### config.mk
export PLATFORM = sky130hd
export DESIGN_NAME = sp_dram_arbiter_flat
export DESIGN_NICKNAME = d
export VERILOG_FILES = /design/src/rtl/sp_dram_arbiter_if.sv /design/src/rtl/sp_dram_arbiter.sv /design/src/flat_wrapper.sv
export SDC_FILE = /design/constraint.sdc
export NUM_CORES = 1
export LEC_CHECK = 0
export CAP_MARGIN = 20
export CORE_AREA = 2 2 152 154
export DETAILED_ROUTE_END_ITERATION = 8
export DIE_AREA = 0 0 154 156
export GPL_TIMING_DRIVEN = 1
export PLACE_DENSITY = 0.7
export SLEW_MARGIN = 0
export SYNTH_ARGS = -nofsm -noshare
export SYNTH_HDL_FRONTEND = slang
export SYNTH_SLANG_ARGS = --single-unit
### constraint.sdc
create_clock -name CLK -period 4.94 [get_ports CLK]
set_clock_uncertainty 0.15 [all_clocks]
set_input_delay 0.988 -clock CLK [delete_from_list [all_inputs] [get_ports CLK]]
set_output_delay 0.988 -clock CLK [all_outputs]
set_load 0.05 [all_outputs]
### src/rtl/sp_dram_arbiter_if.sv
// Scratchpad-side load/store requests and the single DRAM request/response port, in one bundle.
// master = arbiter view, slave = scratchpad + DRAM environment view.
interface sp_dram_arbiter_if #(
   parameter int ADDR_W = 32,
   parameter int DATA_W = 64
);
   logic              sLoad;
   logic [ADDR_W-1:0] load_addr;
   logic              sStore;
   logic [ADDR_W-1:0] store_addr;
   logic [DATA_W-1:0] store_data;
   logic              sLoad_hit;
   logic [DATA_W-1:0] load_data;
   logic              sStore_hit;
   logic              mem_req_valid;
   logic              mem_req_ready;
   logic              mem_req_wen;
   logic [ADDR_W-1:0] mem_req_addr;
   logic [DATA_W-1:0] mem_req_wdata;
   logic              mem_rsp_valid;
   logic [DATA_W-1:0] mem_rsp_rdata;

   modport master (
      input  sLoad, load_addr, sStore, store_addr, store_data,
      output sLoad_hit, load_data, sStore_hit,
      output mem_req_valid, mem_req_wen, mem_req_addr, mem_req_wdata,
      input  mem_req_ready, mem_rsp_valid, mem_rsp_rdata
   );

   modport slave (
      output sLoad, load_addr, sStore, store_addr, store_data,
      input  sLoad_hit, load_data, sStore_hit,
      input  mem_req_valid, mem_req_wen, mem_req_addr, mem_req_wdata,
      output mem_req_ready, mem_rsp_valid, mem_rsp_rdata
   );
endinterface

### src/rtl/sp_dram_arbiter.sv
// Serialises scratchpad loads/stores onto one DRAM port, one transaction in flight, round-robin on ties.
// Latency: request to hit 3 cycles minimum; mem_req_valid holds with a latched request until ready.
module sp_dram_arbiter #(
   parameter int ADDR_W = 32,
   parameter int DATA_W = 64,
   parameter int CNT_W  = 16
) (
   input  logic             CLK,
   input  logic             nRST,
   sp_dram_arbiter_if.master bus,
   output logic             err_unexp_rsp,
   output logic [CNT_W-1:0] load_cnt,
   output logic [CNT_W-1:0] store_cnt
);

   typedef enum logic [1:0] {S_IDLE, S_REQ, S_WAIT, S_DONE} state_t;

   state_t            r_state;
   logic              r_last_st;
   logic              r_wen;
   logic              r_vld;
   logic              r_ld_hit;
   logic              r_st_hit;
   logic              r_err;
   logic [ADDR_W-1:0] r_addr;
   logic [DATA_W-1:0] r_wdata;
   logic [DATA_W-1:0] r_ld_data;
   logic [CNT_W-1:0]  r_ld_cnt;
   logic [CNT_W-1:0]  r_st_cnt;
   logic              w_grant_st;

   // On a tie the kind not granted last time wins; reset value makes load win the first tie.
   assign w_grant_st = bus.sStore && (!bus.sLoad || !r_last_st);

   always_ff @(posedge CLK) begin
      if (!nRST) begin
         r_state   <= S_IDLE;
         r_last_st <= 1'b1;
         r_wen     <= 1'b0;
         r_vld     <= 1'b0;
         r_ld_hit  <= 1'b0;
         r_st_hit  <= 1'b0;
         r_err     <= 1'b0;
         r_addr    <= '0;
         r_wdata   <= '0;
         r_ld_data <= '0;
         r_ld_cnt  <= '0;
         r_st_cnt  <= '0;
      end else begin
         if (bus.mem_rsp_valid && (r_state != S_WAIT)) begin
            r_err <= 1'b1;
         end
         case (r_state)
            S_IDLE: begin
               if (bus.sLoad || bus.sStore) begin
                  r_wen     <= w_grant_st;
                  r_last_st <= w_grant_st;
                  r_addr    <= w_grant_st ? bus.store_addr : bus.load_addr;
                  r_wdata   <= w_grant_st ? bus.store_data : '0;
                  r_vld     <= 1'b1;
                  r_state   <= S_REQ;
               end
            end
            S_REQ: begin
               if (bus.mem_req_ready) begin
                  r_vld   <= 1'b0;
                  r_state <= S_WAIT;
               end
            end
            S_WAIT: begin
               if (bus.mem_rsp_valid) begin
                  if (!r_wen) begin
                     r_ld_data <= bus.mem_rsp_rdata;
                  end
                  r_ld_hit <= !r_wen;
                  r_st_hit <= r_wen;
                  r_state  <= S_DONE;
               end
            end
            S_DONE: begin
               r_ld_hit <= 1'b0;
               r_st_hit <= 1'b0;
               if (r_wen) begin
                  r_st_cnt <= r_st_cnt + CNT_W'(1);
               end else begin
                  r_ld_cnt <= r_ld_cnt + CNT_W'(1);
               end
               r_state <= S_IDLE;
            end
            default: r_state <= S_IDLE;
         endcase
      end
   end

   assign bus.mem_req_valid = r_vld;
   assign bus.mem_req_wen   = r_wen;
   assign bus.mem_req_addr  = r_addr;
   assign bus.mem_req_wdata = r_wdata;
   assign bus.sLoad_hit     = r_ld_hit;
   assign bus.sStore_hit    = r_st_hit;
   assign bus.load_data     = r_ld_data;
   assign err_unexp_rsp     = r_err;
   assign load_cnt          = r_ld_cnt;
   assign store_cnt         = r_st_cnt;

endmodule

### src/flat_wrapper.sv
// flat-port wrapper written by rule: the top's interface ports become plain ports
module sp_dram_arbiter_flat 
#(
   parameter int ADDR_W = 32,
   parameter int DATA_W = 64,
   parameter int CNT_W  = 16
)
  (CLK, nRST, err_unexp_rsp, load_cnt, store_cnt, bus_sLoad, bus_load_addr, bus_sStore, bus_store_addr, bus_store_data, bus_sLoad_hit, bus_load_data, bus_sStore_hit, bus_mem_req_valid, bus_mem_req_wen, bus_mem_req_addr, bus_mem_req_wdata, bus_mem_req_ready, bus_mem_rsp_valid, bus_mem_rsp_rdata);
  sp_dram_arbiter_if #(.ADDR_W(ADDR_W), .DATA_W(DATA_W)) bus_i ();
  input  logic CLK;
  input  logic nRST;
  output logic err_unexp_rsp;
  output logic [CNT_W-1:0] load_cnt;
  output logic [CNT_W-1:0] store_cnt;
  input wire logic [$bits(bus_i.sLoad)-1:0] bus_sLoad;
  input wire logic [$bits(bus_i.load_addr)-1:0] bus_load_addr;
  input wire logic [$bits(bus_i.sStore)-1:0] bus_sStore;
  input wire logic [$bits(bus_i.store_addr)-1:0] bus_store_addr;
  input wire logic [$bits(bus_i.store_data)-1:0] bus_store_data;
  output wire logic [$bits(bus_i.sLoad_hit)-1:0] bus_sLoad_hit;
  output wire logic [$bits(bus_i.load_data)-1:0] bus_load_data;
  output wire logic [$bits(bus_i.sStore_hit)-1:0] bus_sStore_hit;
  output wire logic [$bits(bus_i.mem_req_valid)-1:0] bus_mem_req_valid;
  output wire logic [$bits(bus_i.mem_req_wen)-1:0] bus_mem_req_wen;
  output wire logic [$bits(bus_i.mem_req_addr)-1:0] bus_mem_req_addr;
  output wire logic [$bits(bus_i.mem_req_wdata)-1:0] bus_mem_req_wdata;
  input wire logic [$bits(bus_i.mem_req_ready)-1:0] bus_mem_req_ready;
  input wire logic [$bits(bus_i.mem_rsp_valid)-1:0] bus_mem_rsp_valid;
  input wire logic [$bits(bus_i.mem_rsp_rdata)-1:0] bus_mem_rsp_rdata;
  assign bus_i.sLoad = bus_sLoad;
  assign bus_i.load_addr = bus_load_addr;
  assign bus_i.sStore = bus_sStore;
  assign bus_i.store_addr = bus_store_addr;
  assign bus_i.store_data = bus_store_data;
  assign bus_sLoad_hit = bus_i.sLoad_hit;
  assign bus_load_data = bus_i.load_data;
  assign bus_sStore_hit = bus_i.sStore_hit;
  assign bus_mem_req_valid = bus_i.mem_req_valid;
  assign bus_mem_req_wen = bus_i.mem_req_wen;
  assign bus_mem_req_addr = bus_i.mem_req_addr;
  assign bus_mem_req_wdata = bus_i.mem_req_wdata;
  assign bus_i.mem_req_ready = bus_mem_req_ready;
  assign bus_i.mem_rsp_valid = bus_mem_rsp_valid;
  assign bus_i.mem_rsp_rdata = bus_mem_rsp_rdata;
  sp_dram_arbiter #(.ADDR_W(ADDR_W), .DATA_W(DATA_W), .CNT_W(CNT_W)) u_core (.CLK(CLK), .nRST(nRST), .bus(bus_i), .err_unexp_rsp(err_unexp_rsp), .load_cnt(load_cnt), .store_cnt(store_cnt));
endmodule
Word level (Yosys, flattened, before mapping)
Cells that the tools add are included.

operators by class
  add/sub/neg operators = 2
  equality and inequality tests = 7
  multiplexer cells = 13
  bitwise operators = 1
  reduce and logical (&&, ||, !) cells = 17

operators with widths
  cell                                                   count
  two-way mux 64 bit                                     1
  adder 16 x 1 -> 16 bit, second input constant          2
  two-way mux 32 bit                                     1
  AND reduction 3 bit                                    3
  one-hot mux 2 bit (4 select lines)                     1
  AND reduction 2 bit                                    4
  two-way mux 2 bit                                      3
  inequality test 2 bit, second input constant           3
  one-hot mux 1 bit (2 select lines)                     3
  == test 2 bit, second input constant                   2
  two-way mux 1 bit                                      4
  nonzero test 2 bit                                     2
  zero test 1 bit                                        3
  == test 2 x 1 -> 1 bit, second input constant          1
  logical AND 1 bit                                      2
  zero test 2 bit                                        1
  logical OR 1 bit                                       2
  inequality test 2 x 1 -> 1 bit, second input constant  1
  inverter 1 bit                                         1

word-level totals
  register bits after elaboration = 200
  input bits = 198
  output and inout port bits = 197
  logic and storage cells = 52

Logic depth before layout (Yosys ltp)
Gate-level depths: netlist (run 1).

  word-level depth = 4
  gate-level depth with buffers = 8
  depth with buffers taken out = 6

Worst setup path before layout (run 1)
OpenSTA, ideal clock, no wires.

  kind = in2reg
  start point = input port bus_sStore
  end point = register u_core.r_wdata[54], in the netlist u_core.bus.mem_req_wdata[54]
  arrival = 1.931 ns
  required time = 4.662 ns
  path slack = 2.731 ns
  stages = 7
  path buffers = 3
  path through = a21boi_0 -> buf_2 -> and2_1 -> buf_4 -> buf_4 -> a22oi_1 -> nor2_1

on the way
  longest elaborated chain between the ends = 2
  elaborated cells between the ends (all ways) = 4
  classes of those cells = 1 x mux; 3 x reduce/logical

ends and longest elaborated chain
  what                                                       line                                          RTL
  from (decl)                                                flat_wrapper.sv:17                            input wire logic [$bits(bus_i.sStore)-1:0] bus_sStore;
  logical AND 1 bit or logical OR 1 bit (tied branches)      sp_dram_arbiter.sv:33, sp_dram_arbiter.sv:55
  two-way mux 64 bit or AND reduction 2 bit (tied branches)  -
  to (signal assigned)                                       sp_dram_arbiter.sv:59                         r_wdata <= w_grant_st ? bus.store_data : '0;
  to (decl)                                                  sp_dram_arbiter.sv:26                         logic [DATA_W-1:0] r_wdata;

Parallel ways exist; a longest one is shown, timed or not.
A chain may end at the register's enable or synchronous reset.

Worst setup path after layout (run 1)
  start point = register u_core.r_wen, in the netlist u_core.bus.mem_req_wen
  end point = output port bus_mem_req_wen

RTL lines
  what                    line                   RTL
  from (decl)             sp_dram_arbiter.sv:20  logic r_wen;
  from (signal assigned)  sp_dram_arbiter.sv:56  r_wen <= w_grant_st;
  to (decl)               flat_wrapper.sv:24     output wire logic [$bits(bus_i.mem_req_wen)-1:0] bus_mem_req_wen;

No word-level cell between the ends.

==> results.yml, run 1 <==
run_status:
  outcome: "finished, final reports clean"
drt:
  drtAntennaViolNets: 0
  avgViaCountPerCell: 4.86
  drt_pass1_iterations: 4
  via_count: 7308
  drt-total-wl_um: 24200
  wire_per_inst_um: 16.1
  drt_drc_violations_left: 0
  drt_iter0_drc: 428
finish:
  n_antenna_cell: 0
  fill_cells: 1985
  final_nets: 1410
  area_delta_synth_final_pct: 64.1
  final_layout_size_suffix_gt1_share_pct: 4.52
pwr:
  p_leak_nw: 4.40
  power_density_mw_per_mm2: 455
  peakVddDrop_mv: 0.254
sta:
  tns_ns: 0
  fin_ws_ns: 1.76
  max_freq_mhz: 314
  drv_slew: 0
  fin_crit_sh_pct: 64.4
  setup_viol: 0
  rsz0062_at_grt: "no"
  tightest_slew_ns: 0.856
  period_needed_ns: 3.18
  slew_headroom_pct: 42.9
  hold_viol: 0
global_route:
  grt_max_degree: 91
  overflow: 0
  track_usage_pct: 19.1
  grt_pass1_wl_um: 36800
  antenna_found_initial: 0
  grt_pass1_vias: 6970
clock_network:
  cts_tree: "built"
  htreeDepth: 4
  root_buffer: "clkbuf_16"
  cts_sinks: 200
  cts_resized: 0
  cts_buffers: 17
  clkLatencyLatePin_ns: 0.42
  clk_pin_slew_ns: 0.08
  postCtsSetupRepairBufs: 0
  cts.path.max_buffers: 2
  hold_buffers: 0
logic_synthesis:
  ys_ff_latch: 200
  syn_area_mm2: 0.00750
  synthCells: 842
  synth_top_area_share_pct: 53.4
  ys.flop_type: "dfxtp_1"
  synth_cell_types: 40
  synth_nets: 1047
  ys_seq_area_share_pct: 53.4
  synthArstFlopShare_pct: 0
  yosys.area.top_type: "dfxtp_1"
  yosys-top-cells-area: "dfxtp_1 53%, nand2_1 7.1%, a22oi_1 6.5%"
  synth_edf_count: 0
  ys_warn_count: 0
  synth_area_per_cell_um2: 8.91
floorplan:
  die_w_um: 154
  die-height_um: 156
  core-area_mm2: 0.0224
  initial_utilization_pct: 33.5
  rows: 55
  die_area_mm2: 0.0240
  io_pins: 395
worst_setup_path:
  cp-start-kind: "register"
  critPathTopFamily: "buffers and inverters"
  slowest_delay_ns: 0.92
  crit_path_max_fanout: 15
  path_class: "reg2out"
  crit_chain: "clkdlybuf4s50_1"
  cp_slowest_cell: "clkdlybuf4s50_1"
  cp.required_ns: 3.80
  end_kind: "primary output"
  cp.buffers_inverters: 1
  worstPathArrival_ns: 2.04
placed_design:
  gp_congestion: 0.787
  io_buffers: 394
  dp_hpwl_um: 17600
  dp_slack_ns: 1.48
worst_hold_path:
  hold_class: "reg2reg"
run:
  maxCapViolations: 0
## power breakdown
part	internal, mW	leakage, nW	switching [mW]
logic	0.771	2.47	1.40
clock network	0.779	0.307	0.692
registers	1.83	1.63	0.126
total	3.38	4.40	2.22
## logic make-up after synthesis
group	after synthesis	synth area share, %
mux	37	4.94
flops	200	53.4
fa+ha+maj	7	1.17
simple gates	324	18.3
compound gates	185	15.8
xor+xnor	21	2.45
buf+inv	68	3.99
## per-stage QoR
stage,hold slack [ns],instances,total power [mW],instance area (um2),util [%]
3_5_place_dp,0.296,1470,4.16,11700,52.1
4_1_cts,0.307,1502,5.64,12300,54.9
3_3_place_gp,0.291,1470,4.13,11700,52.1
6_report,0.303,1503,5.60,12300,55.0
2_1_floorplan,0.279,842,3.39,7500,-
5_1_grt,0.321,1503,5.87,12300,55.0
## synthesized netlist by cell type (all sizes together), types with 7 or more instances
library cell  number
nand3             14
dfxtp            200
a22oi             65
xor2              15
clkbuf            39
ha                 7
buf               23
mux2i             37
nand2            142
a21oi             76
o21ai              7
a211oi            34
nor2             131
nand4             10
## metal layers
layer  GRT usage, %  up-vias  routed length [um]
li1               -     3618                   -
met1           22.8     3372                9920
met2           33.3      294               11900
met3           6.03       24                2100
met4           5.38        0                 347
met5              0        -                   0
## final cells by class
class | count | area [um2] | share of cell area (%)
inverter | 6 | 27.5 | 0.224
multi-input combinational | 574 | 3230 | 26.3
sequential | 200 | 4000 | 32.5
clock inverter | 15 | 200 | 1.63
clock buffer | 17 | 425 | 3.46
timing repair buffer | 406 | 4060 | 33.0
tap | 285 | 357 | 2.90
## cell usage in the layout, fill, tap and decap left out, drive strengths merged, types with 2 or more instances in the layout
cell,netlist,routed
clkdlybuf4s50,0,394
dfxtp,200,200
nand2,142,142
nor2,131,131
a21oi,76,76
a22oi,65,65
mux2i,37,37
a211oi,34,34
clkbuf,39,17
xor2,15,15
nand3,14,14
inv,6,13
buf,23,12
nand4,10,10
ha,7,7
o21ai,7,7
xnor2,6,6
clkinv,0,6
or3,5,5
and4,4,4
nor4,3,3
nor2b,3,3
nand2b,2,2
nor3,2,2
or4,2,2
bufinv,0,2
and2,2,2
## flip-flops by register name, indices dropped and copies added, names as in the netlist
signal,count
u_core.bus.mem_req_wen,1
u_core.bus.sLoad_hit,1
u_core.bus.load_data,64
u_core.bus.mem_req_addr,32
u_core.r_state,2
u_core.err_unexp_rsp,1
u_core.load_cnt,16
u_core.store_cnt,16
u_core.bus.mem_req_valid,1
u_core.r_last_st,1
u_core.bus.sStore_hit,1
u_core.bus.mem_req_wdata,64
## worst min-delay path, stage by stage (launching register included)
cell,delay [ns]
dfxtp_1,0.31
nand2_1,0.05
a21oi_1,0.05
## final timing paths
check	slack, ns	depth (start not counted)	to	startpoint
worst max register to register	2.52	7	u_core.bus.load_data[30]$_SDFFE_PN0P_	u_core.r_state[0]$_SDFFE_PN0P_
worst max-delay path	1.76	1	bus_mem_req_wen	u_core.bus.mem_req_wen$_SDFFE_PN0P_
worst min register to register	0.30	2	u_core.bus.load_data[43]$_SDFFE_PN0P_	u_core.bus.load_data[43]$_SDFFE_PN0P_
worst min-delay path	0.30	2	u_core.bus.load_data[43]$_SDFFE_PN0P_	u_core.bus.load_data[43]$_SDFFE_PN0P_
No activity file was read; power rests on OpenSTA's default activity.
==> run 2, diff against run 1 <==
Settings changed: CORE_AREA 2 2 152 154 to 2 2 153 155, DIE_AREA 0 0 154 156 to 0 0 155 157, PLACE_DENSITY 0.7 to 0.69.
Clock period 4.94 ns to 3.1 ns, I/O delays scaled along.
==> results.yml, run 2 (synthesized netlist as in run 1, its figures left out) <==
worst_hold_path:
  hold_class: "reg2reg"
  hp-start: "u_core.bus.load_data[26]$_SDFFE_PN0P_"
  holdPathStages: 2
  worst_hold_path.endpoint: "u_core.bus.load_data[26]$_SDFFE_PN0P_"
drt:
  drt_iter0_drc: 414
  drt_pass1_iterations: 4
  avgViaCountPerCell: 4.81
  drt_drc_violations_left: 0
  drt-total-wl_um: 24100
  wire_per_inst_um: 16.0
  drtAntennaViolNets: 0
  via_count: 7226
clock_network:
  cts.path.max_buffers: 2
  htreeDepth: 4
  clkLatencyLatePin_ns: 0.42
  clk_pin_slew_ns: 0.08
  cts_resized: 0
  cts_tree: "built"
  cts_buffers: 17
  postCtsSetupRepairBufs: 0
  hold_buffers: 0
  cts_sinks: 200
  root_buffer: "clkbuf_16"
placed_design:
  gp_congestion: 0.772
  dp_slack_ns: 0.561
  dp_hpwl_um: 17400
  io_buffers: 394
floorplan:
  core-area_mm2: 0.0225
  die-height_um: 157
  initial_utilization_pct: 33.3
  io_pins: 395
  die_area_mm2: 0.0243
  die_w_um: 155
  rows: 55
run:
  maxCapViolations: 0
worst_setup_path:
  cp.buffers_inverters: 1
  path_class: "reg2out"
  worstPathArrival_ns: 1.76
  timing.rr.start: "u_core.r_state[0]$_SDFFE_PN0P_"
  timing.rr.end: "u_core.load_cnt[15]$_SDFFE_PN0P_"
  cp_slowest_cell: "clkdlybuf4s50_1"
  critPathTopFamily: "buffers and inverters"
  r2r_cells: 5
  crit_path_max_fanout: 5
  end_kind: "primary output"
  reg2reg_setup_slack_ns: 0.94
  cp-start-kind: "register"
  crit_chain: "clkdlybuf4s50_1"
  slowest_delay_ns: 0.86
  cp.required_ns: 2.33
sta:
  rsz0062_at_grt: "no"
  fin_crit_sh_pct: 81.5
  tightest_slew_ns: 0.669
  drv_slew: 0
  period_needed_ns: 2.53
  hold_viol: 0
  fin_ws_ns: 0.575
  tns_ns: 0
  slew_headroom_pct: 55.4
  max_freq_mhz: 396
  setup_viol: 0
global_route:
  overflow: 0
  antenna_found_initial: 0
  grt_pass1_wl_um: 36600
  grt_pass1_vias: 6945
  grt_max_degree: 80
  track_usage_pct: 18.9
finish:
  area_delta_synth_final_pct: 64.2
  final_cell_mix: "394 x clkdlybuf4s50_1, 200 x dfxtp_1, 142 x nand2_1, 130 x nor2_1, 76 x a21oi_1"
  n_antenna_cell: 0
  multi_input_comb_area_mm2: 0.00323
  fill_cells: 2045
  regArea_mm2: 0.00400
  final_layout_size_suffix_gt1_share_pct: 4.36
  final_common_cell: "clkdlybuf4s50_1"
  final_nets: 1410
pwr:
  peakVddDrop_mv: 0.392
  power_mw: 8.80
  power_density_mw_per_mm2: 714
  p_leak_nw: 4.40
run_status:
  outcome: "finished, final reports clean"
==> run 2: power by group <==
| group | switching (mW) | leakage (nW) | internal, mW | total, mW |
|---|---|---|---|---|
| combinational | 2.24 | 2.49 | 1.26 | 3.50 |
| clock | 1.04 | 0.283 | 1.15 | 2.20 |
| sequential | 0.186 | 1.63 | 2.92 | 3.11 |
| total | 3.46 | 4.40 | 5.34 | 8.80 |
==> run 2: through the flow <==
| step | hold WS [ns] | util, % | std cells | cell area [um2] |
|---|---|---|---|---|
| CTS | 0.306 | 54.7 | 1501 | 12300 |
| global placement | 0.290 | 52.2 | 1471 | 11700 |
| floorplan | 0.279 | - | 842 | 7500 |
| detailed placement | 0.296 | 52.2 | 1471 | 11700 |
| finish | 0.305 | 54.7 | 1501 | 12300 |
| global route | 0.319 | 54.7 | 1501 | 12300 |
==> run 2: layer usage <==
| layer | global-route usage [%] | vias to the layer above | share of wire (%) | wire length (um) |
|---|---|---|---|---|
| met3 | 7.08 | 18 | 9.1 | 2190 |
| met2 | 32.8 | 280 | 49 | 11900 |
| met1 | 22.0 | 3317 | 40 | 9740 |
| met4 | 4.85 | 0 | 1.1 | 274 |
| met5 | 0 | - | 0 | 0 |
| li1 | - | 3611 | - | - |
==> run 2: final cells by class <==
| type | instances | share of cell area, % |
|---|---|---|
| Clock inverter | 12 | 1.09 |
| Tap cell | 285 | 2.90 |
| Multi-Input combinational cell | 574 | 26.3 |
| Inverter | 6 | 0.223 |
| Sequential cell | 200 | 32.5 |
| Clock buffer | 18 | 3.57 |
| Timing Repair Buffer | 406 | 33.5 |
==> run 2: worst max path at each step <==
| stage | startpoint | end | slack (ns) | cells past startpoint |
|---|---|---|---|---|
| after floorplan | u_core.load_cnt[0]$_SDFFE_PN0P_ | u_core.load_cnt[10]$_SDFFE_PN0P_ | 1.04 | 6 |
| after global placement | bus_mem_rsp_valid | u_core.bus.load_data[29]$_SDFFE_PN0P_ | 0.66 | 6 |
| after detailed placement | bus_mem_rsp_valid | u_core.bus.load_data[61]$_SDFFE_PN0P_ | 0.56 | 6 |
| after CTS | u_core.load_cnt[11]$_SDFFE_PN0P_ | load_cnt[11] | 0.54 | 1 |
| after global routing | u_core.load_cnt[11]$_SDFFE_PN0P_ | load_cnt[11] | 0.50 | 1 |
| final | u_core.load_cnt[11]$_SDFFE_PN0P_ | load_cnt[11] | 0.57 | 1 |
==> run 2: worst register-to-register path: cells and delay by family, from the launching register on <==
kind / cells / cell delay [ns]
and+or+nand+nor: 3 / 0.98
adders and majority gates: 1 / 0.44
DFF: 1 / 0.38
AOI/OAI and AO/OA: 1 / 0.15
